--- config.mk ---
export PLATFORM = sky130hd
export DESIGN_NAME = seq_shift_add_multiplier
export DESIGN_NICKNAME = d
export VERILOG_FILES = /design/src/rtl/mult_pkg.sv /design/src/rtl/full_adder.sv /design/src/rtl/mult_add_row.sv /design/src/rtl/seq_shift_add_multiplier.sv
export SDC_FILE = /design/constraint.sdc
export NUM_CORES = 1
export LEC_CHECK = 0
export ABC_AREA = 0
export CAP_MARGIN = 10
export CORE_ASPECT_RATIO = 1.5
export CORE_MARGIN = 1
export CORE_UTILIZATION = 34
export CTS_BUF_LIST = sky130_fd_sc_hd__clkbuf_2 sky130_fd_sc_hd__clkbuf_4 sky130_fd_sc_hd__clkbuf_8
export DETAILED_ROUTE_END_ITERATION = 6
export DONT_BUFFER_PORTS = 1
export GPL_TIMING_DRIVEN = 0
export SYNTH_ARGS = -nofsm -noshare
export SYNTH_HDL_FRONTEND = slang
export SYNTH_SLANG_ARGS = --single-unit
--- constraint.sdc ---
create_clock -name clk -period 7.93 [get_ports clk]
set_input_delay 1.1895 -clock clk [delete_from_list [all_inputs] [get_ports clk]]
set_output_delay 1.1895 -clock clk [all_outputs]
set_load 0.005 [all_outputs]
--- src/rtl/mult_pkg.sv ---
// Shared types and constants for the iterative shift-and-add multiplier.
// MULT_SIGNED_EN (defined elsewhere) selects two's-complement operation in the top.
package mult_pkg;

  typedef enum logic [1:0] {
    IDLE = 2'd0,
    CALC = 2'd1,
    DONE = 2'd2
  } state_t;

  localparam int DEFAULT_WIDTH = 8;

  // Step counter must reach WIDTH-1; one spare bit keeps WIDTH a power of two safe.
  function automatic int cnt_width(input int w);
    return $clog2(w) + 1;
  endfunction

endpackage

--- src/rtl/full_adder.sv ---
// Single-bit full adder cell used to build the multiplier's add/subtract row.
module full_adder (
  input  logic a,
  input  logic b,
  input  logic ci,
  output logic s,
  output logic co
);

  assign s  = a ^ b ^ ci;
  assign co = (a & b) | (ci & (a ^ b));

endmodule

--- src/rtl/mult_add_row.sv ---
// N-bit ripple add/subtract row: sum = x + y, or x - y when sub is high.
// The carry out of the top bit is never needed, so the MSB is a sum-only stage.
module mult_add_row #(
  parameter int N = 9
) (
  input  logic [N-1:0] x,
  input  logic [N-1:0] y,
  input  logic         sub,
  output logic [N-1:0] sum
);

  logic [N-1:0] y_eff;
  logic [N-1:0] carry;

  // Subtraction as x + ~y + 1: invert y and inject sub as the carry in.
  assign y_eff    = y ^ {N{sub}};
  assign carry[0] = sub;

  for (genvar i = 0; i < N - 1; i++) begin : g_bit
    full_adder u_fa (
      .a  (x[i]),
      .b  (y_eff[i]),
      .ci (carry[i]),
      .s  (sum[i]),
      .co (carry[i+1])
    );
  end

  assign sum[N-1] = x[N-1] ^ y_eff[N-1] ^ carry[N-1];

endmodule

--- src/rtl/seq_shift_add_multiplier.sv ---
// Iterative shift-and-add multiplier: one operand pair in, one 2*WIDTH product out after WIDTH steps.
// Define MULT_SIGNED_EN for two's-complement operands and product; unsigned otherwise.
module seq_shift_add_multiplier
  import mult_pkg::*;
#(
  parameter int WIDTH = DEFAULT_WIDTH
) (
  input  logic               clk,
  input  logic               rst_n,
  input  logic               in_valid,
  output logic               in_ready,
  input  logic [WIDTH-1:0]   a,
  input  logic [WIDTH-1:0]   b,
  output logic               out_valid,
  input  logic               out_ready,
  output logic [2*WIDTH-1:0] p
);

  localparam int             CW        = cnt_width(WIDTH);
  localparam logic [CW-1:0]  LAST_STEP = CW'(WIDTH - 1);

  state_t               state;
  logic [WIDTH-1:0]     mcand;
  logic [2*WIDTH-1:0]   acc;
  logic [CW-1:0]        cnt;

  logic [WIDTH:0]       row_x;
  logic [WIDTH:0]       row_y;
  logic                 row_sub;
  logic [WIDTH:0]       row_sum;
  logic [WIDTH:0]       step_sum;
  logic [2*WIDTH-1:0]   acc_next;

`ifdef MULT_SIGNED_EN
  // Upper accumulator and multiplicand sign-extend; the multiplier's sign bit weighs -2^(W-1).
  assign row_x   = {acc[2*WIDTH-1], acc[2*WIDTH-1:WIDTH]};
  assign row_y   = {mcand[WIDTH-1], mcand};
  assign row_sub = (cnt == LAST_STEP);
`else
  assign row_x   = {1'b0, acc[2*WIDTH-1:WIDTH]};
  assign row_y   = {1'b0, mcand};
  assign row_sub = 1'b0;
`endif

  mult_add_row #(
    .N (WIDTH + 1)
  ) u_row (
    .x   (row_x),
    .y   (row_y),
    .sub (row_sub),
    .sum (row_sum)
  );

  // The extra sum bit lands in the MSB, so the shift keeps the carry (or sign).
  assign step_sum = acc[0] ? row_sum : row_x;
  assign acc_next = {step_sum, acc[WIDTH-1:1]};

  // NOTE: every register, including the datapath, resets so an aborted product leaves no trace.
  always_ff @(posedge clk or negedge rst_n) begin
    if (!rst_n) begin
      state     <= IDLE;
      in_ready  <= 1'b1;
      out_valid <= 1'b0;
      p         <= '0;
      acc       <= '0;
      mcand     <= '0;
      cnt       <= '0;
    end else begin
      // NOTE: non-blocking assignments so every register samples pre-edge values.
      unique case (state)
        IDLE: begin
          if (in_valid) begin
            mcand    <= a;
            acc      <= {{WIDTH{1'b0}}, b};
            cnt      <= '0;
            in_ready <= 1'b0;
            state    <= CALC;
          end
        end
        CALC: begin
          acc <= acc_next;
          cnt <= cnt + 1'b1;
          if (cnt == LAST_STEP) begin
            p         <= acc_next;
            out_valid <= 1'b1;
            state     <= DONE;
          end
        end
        DONE: begin
          if (out_ready) begin
            out_valid <= 1'b0;
            in_ready  <= 1'b1;
            state     <= IDLE;
          end
        end
        default: begin
          out_valid <= 1'b0;
          in_ready  <= 1'b1;
          state     <= IDLE;
        end
      endcase
    end
  end

endmodule
== Word level (Yosys, flattened, before mapping) ==
Cells that the tools add are included.

* Add/subtract/negate cells: 1
* Multipliers: 0
* Divide/modulo/power cells: 0
* Order comparisons: 0
* Eq/ne operators: 6
* Shift-type cells: 0
* Multiplexer cells: 15
* Bitwise operators: 39
* Reductions and logical operators: 8

{| class="wikitable"
|+ Operators by type and width
! kind !! number
|-
| 16-bit case mux with 2 select lines || 1
|-
| 16-bit two-way mux || 1
|-
| 1-bit AND || 15
|-
| 1-bit bitwise XOR || 15
|-
| 9-bit two-way mux || 1
|-
| 3-bit AND reduction || 3
|-
| 4-bit case mux with 2 select lines || 1
|-
| 1-bit bitwise OR || 7
|-
| 2-bit two-way mux || 3
|-
| 2-bit inequality test (second input constant) || 3
|-
| 1-bit case mux with 3 select lines || 2
|-
| 2-bit case mux with 3 select lines || 1
|-
| 2-bit AND reduction || 3
|-
| 4-bit by 1-bit adder with 4-bit output (second input constant) || 1
|-
| 4-bit by 3-bit == test with 1-bit output (second input constant) || 1
|-
| 1-bit two-way mux || 4
|-
| 4-bit two-way mux || 1
|-
| 2-bit by 1-bit == test with 1-bit output (second input constant) || 1
|-
| 2-bit == test (second input constant) || 1
|-
| 2-bit zero test || 1
|-
| 1-bit inverter || 2
|-
| 2-bit nonzero test || 1
|}

* Flip-flop bits (word level): 48
* Bits in latches: 0
* Bits in writable memories: 0
* ROM bits: 0
* Logic and storage cells: 76
* Memories: 0

== Logic depth before layout (Yosys ltp) ==
* Word-level depth: 17
* Mapped depth: 12
* Gate-level depth less buffers: 12

== By module ==
A second synthesis with hierarchy kept.

* Cells, all modules: 184
* Area, all modules: 2362.3 um^2

{| class="wikitable"
|+ By module, submodules not included
! module !! instances !! cells each !! area each (um^2) !! seq. area each (um^2)
|-
| seq_shift_add_multiplier || 1 || 164 || 2087.0 || 1202.4
|-
| full_adder || 8 || 1 || 20.0 || 0.0
|-
| mult_add_row || 1 || 12 || 115.1 || 0.0
|}

== Least setup slack after synthesis ==
OpenSTA, ideal clock, no wires.

* Path type: register -> register
* Start point: register acc[8]
* End point: register p[14]
* Library setup time: 125 ps
* Data arrival time: 3322 ps
* Required time: 7805 ps
* Slack: 4483 ps
* Cell stages (with the launch flop): 13
* Cells stage by stage: dfrtp_1 -> ha_1 -> inv_1 -> fa_1 -> fa_1 -> fa_1 -> fa_1 -> inv_1 -> fa_1 -> fa_1 -> fa_1 -> mux2_2 -> mux2_2

* Word-level cells in the longest chain between the ends: 15

{| class="wikitable"
|+ RTL lines
! item !! RTL line !! text
|-
| from (decl) || seq_shift_add_multiplier.sv:24 || <nowiki>logic [2*WIDTH-1:0] acc;</nowiki>
|-
| from (signal assigned) || seq_shift_add_multiplier.sv:74 || <nowiki>acc <= {{WIDTH{1'b0}}, b};</nowiki>
|-
| from (signal assigned) || seq_shift_add_multiplier.sv:81 || <nowiki>acc <= acc_next;</nowiki>
|-
| 1-bit AND (2 in series) || full_adder.sv:11 || <nowiki>assign co = (a & b) | (ci & (a ^ b));</nowiki>
|-
| 1-bit bitwise OR || full_adder.sv:11 ||
|-
| 1-bit AND || full_adder.sv:11 ||
|-
| 1-bit bitwise OR || full_adder.sv:11 ||
|-
| 1-bit AND || full_adder.sv:11 ||
|-
| 1-bit bitwise OR || full_adder.sv:11 ||
|-
| 1-bit AND || full_adder.sv:11 ||
|-
| 1-bit bitwise OR || full_adder.sv:11 ||
|-
| 1-bit AND || full_adder.sv:11 ||
|-
| 1-bit bitwise OR || full_adder.sv:11 ||
|-
| 1-bit AND || full_adder.sv:11 ||
|-
| 1-bit bitwise OR || full_adder.sv:11 ||
|-
| 1-bit bitwise XOR || full_adder.sv:10 || <nowiki>assign s = a ^ b ^ ci;</nowiki>
|-
| 9-bit two-way mux || seq_shift_add_multiplier.sv:55 || <nowiki>assign step_sum = acc[0] ? row_sum : row_x;</nowiki>
|-
| to (signal assigned) || seq_shift_add_multiplier.sv:84 || <nowiki>p <= acc_next;</nowiki>
|-
| to (decl) || seq_shift_add_multiplier.sv:16 || <nowiki>output logic [2*WIDTH-1:0] p</nowiki>
|}

No other way between the ends.
A chain may end at the register's enable or synchronous reset.

== Worst setup path after layout ==
Ends and elaborated chain as after synthesis.

==> key figures <==
Clock network
  • Worst-Skew Late Latency: 310 ps
  • CTS Buffer Depth: 2
  • CTS Root Cell: clkbuf_8
  • Inserted Clock Buffers: 5
  • Clock sinks: 48
  • Postcts setup bufs: 0
  • H-tree depth: 2
  • Clock Pin Slew Worst Setup and Hold Paths: 80 ps
  • TritonCTS clock tree: done
  • CTS resizes: 0
  • CTS Hold Bufs: 0

Power and ir drop
  • Pwr dens: 424 nW/um^2
  • Combinational power share: 40.2%
  • Leakage power: 1.06 nW
  • Peak VDD IR: 0.112 mV
  • Clock share of power: 15.2%
  • Switching power share of the total: 36.9%
  • Internal Power: 0.657 mW
  • P_sw: 0.384 mW
  • Seq pwr share: 44.6%

Floorplan
  • Core ar.: 6440 sq um
  • Die ar.: 6990 sq um
  • I/O Pins: 38
  • Rows: 36
  • Initial Utilization: 35.1%
  • Die H: 102 um
  • Die X-Extent: 68.6 um

Setup path
  • Required time of the critical path: 8130 ps
  • Crit path kind: flip-flop to flip-flop
  • CP max FO: 3
  • Register-to-Register Path Depth: 12
  • Crit path launch type: flip-flop
  • Worst Path Arrival: 3830 ps
  • Endpoint type of the worst setup path: flip-flop

Yosys
  • Largest cells by area after synthesis: dfrtp_1 52%, mux2_2 10%, fa_1 6.2%, o21ai_0 3.8%, mux2i_1 3.5%
  • Asr flop ratio synth: 100%
  • Count leader, synth: dfrtp_1
  • Post-synthesis cell count: 191
  • Commonest cells in the netlist: 47 x dfrtp_1, 20 x mux2_2, 18 x inv_1
  • Synth warnings: 0
  • Sequential fraction of the synthesis area: 53.2%
  • Synthesized Nets: 220
  • Ys flop type: dfrtp_1
  • Post-synth EDFFs: 0
  • Post-synth top area share: 52.0%
  • Flops & latches, synth: 48
  • Cell Area, Synth: 2260 sq um
  • Yosys cell types: 34
  • Top cell type by total area after synthesis: dfrtp_1
  • Syn avg cell area: 11.8 sq um

Drt
  • Pre-antenna DRT Iters: 4
  • DRC Markers: 0
  • DR iter-0 viols: 59
  • DR vias: 1393
  • Routed WL: 4.39 mm
  • DR WL/cell: 16.0 um
  • Via density: 5.07
  • DRT antenna net count: 0

Run
  • Maxcap violations: 0

Cells and area
  • Register Area: 1200 sq um
  • Filler cells: 664
  • Antenna diodes: 0
  • Syn-to-layout area delta: 8.52%
  • Share of cells above drive strength 1: 20.1%
  • Nets: 227
  • Area of the multi-input gates: 917 sq um
  • Final core occ: 38.1%

GRT
  • Largest net degree at the start of global routing: 49
  • GRT Util Overall: 15.0%
  • Global route overflow: 0
  • Vias in the first global route: 1548
  • Initial antenna violation count: 0
  • First-pass GRT wire length: 7.47 mm

Placed design
  • Routability cong.: 0.750
  • Port bufs: 0
  • DP HPWL: 3.10 mm

Run status
  • Status: finished clean

STA
  • Clock Skew: 6.35 ps
  • Hold Vio Cnt, Final: 0
  • Period utilization: 45.8%
  • Fin. max-slew vios: 0
  • Achievable Freq: 0.275 GHz
  • Worst hold slack: 490 ps
  • Worst Max-Slew Pin Slew: 572 ps
  • Endpoints failing setup: 0
  • Worst rel slew slack: 61.7%
  • Setup tns final: 0 ps
  • Post-route minimum period: 3630 ps
  • Unrepaired setup endpoints after global routing: no

Hold path
  • Hold path depth: 2
  • HP Class: flip-flop to flip-flop
-- metrics by stage --
step           instances  worst slack, ps  total power, mW  instance area, sq um
2_1_floorplan        191             4480            0.790                  2260
3_3_place_gp         267             4360            0.881                  2360
3_5_place_dp         267             4290            0.901                  2360
4_1_cts              275             4260             1.06                  2450
5_1_grt              275             4140             1.15                  2450
6_report             275             4300             1.04                  2450
-- power groups by stage --
stage | sequential, mW | clock [mW] | combinational (mW)
2_1_floorplan | 0.445 | 0 | 0.345
3_3_place_gp | 0.469 | 0 | 0.412
3_5_place_dp | 0.472 | 0 | 0.428
4_1_cts | 0.467 | 0.165 | 0.431
5_1_grt | 0.485 | 0.173 | 0.491
6_report | 0.465 | 0.158 | 0.419
-- worst max-delay path, stage by stage (launching register included) --
cell and delay, ps:
dfrtp_1 390, ha_1 150, inv_1 40, fa_1 390, fa_1 400, fa_1 400, fa_1 370, inv_1 70
fa_1 170, fa_1 180, fa_1 410, mux2_2 280, mux2_2 260
-- final cells by class --
type / instances / area share [%]
tap: 76 / 3.87
sequential: 48 / 49.0
inverter: 19 / 2.91
clock buffer: 8 / 3.98
multi-input combinational: 113 / 37.4
buffer: 11 / 2.91
-- cell families after synthesis --
kind of cell | share of synthesized area (%)
AOI/OAI and AO/OA | 11.7
adders and majority gates | 7.30
buffers and inverters | 6.30
DFF | 53.2
muxes | 14.8
and+or+nand+nor | 6.69
-- registers in the layout (all words and copies together) (netlist names) --
signal and flops:
p 16, acc 16, in_ready 1, state 2
cnt 4, out_valid 1, mcand 8
-- layout by cell type (no fill, tap or decap), types with 2 or more instances in the layout --
master    netlist  final
clkbuf_8        0      6
inv_1          18     18
nand2_1        15     15
mux2i_1         8      8
dfrtp_1        47     47
buf_2           3      3
clkbuf_1        3      3
and2_1          3      3
nor2_1          4      4
a22o_1          2      2
a21oi_1         7      7
a31oi_1         2      2
o21ai_0        17     17
fa_1            7      7
a21o_1          2      2
mux2_4          2      2
clkbuf_4        0      2
mux2_2         20     20
o22ai_1        12     12
ha_1            2      2
buf_4           2      2
-- routing by layer --
metal	vias up	track usage [%]	share of wire, %
li1	662	-	-
met1	704	16.7	39
met2	20	25.5	54
met3	7	4.02	3.6
met4	0	7.69	2.6
met5	-	0	0
-- final timing paths --
check | startpoint | endpoint | slack [ps]
max | acc[8] | p[14] | 4300
min | acc[11] | acc[11] | 490
max reg2reg | acc[8] | p[14] | 4300
min reg2reg | acc[11] | acc[11] | 490
max in group asynchronous | rst_n | in_ready | 7190
min in group asynchronous | rst_n | p[5] | 570
Note: power is estimated with default switching activity, not from simulation.
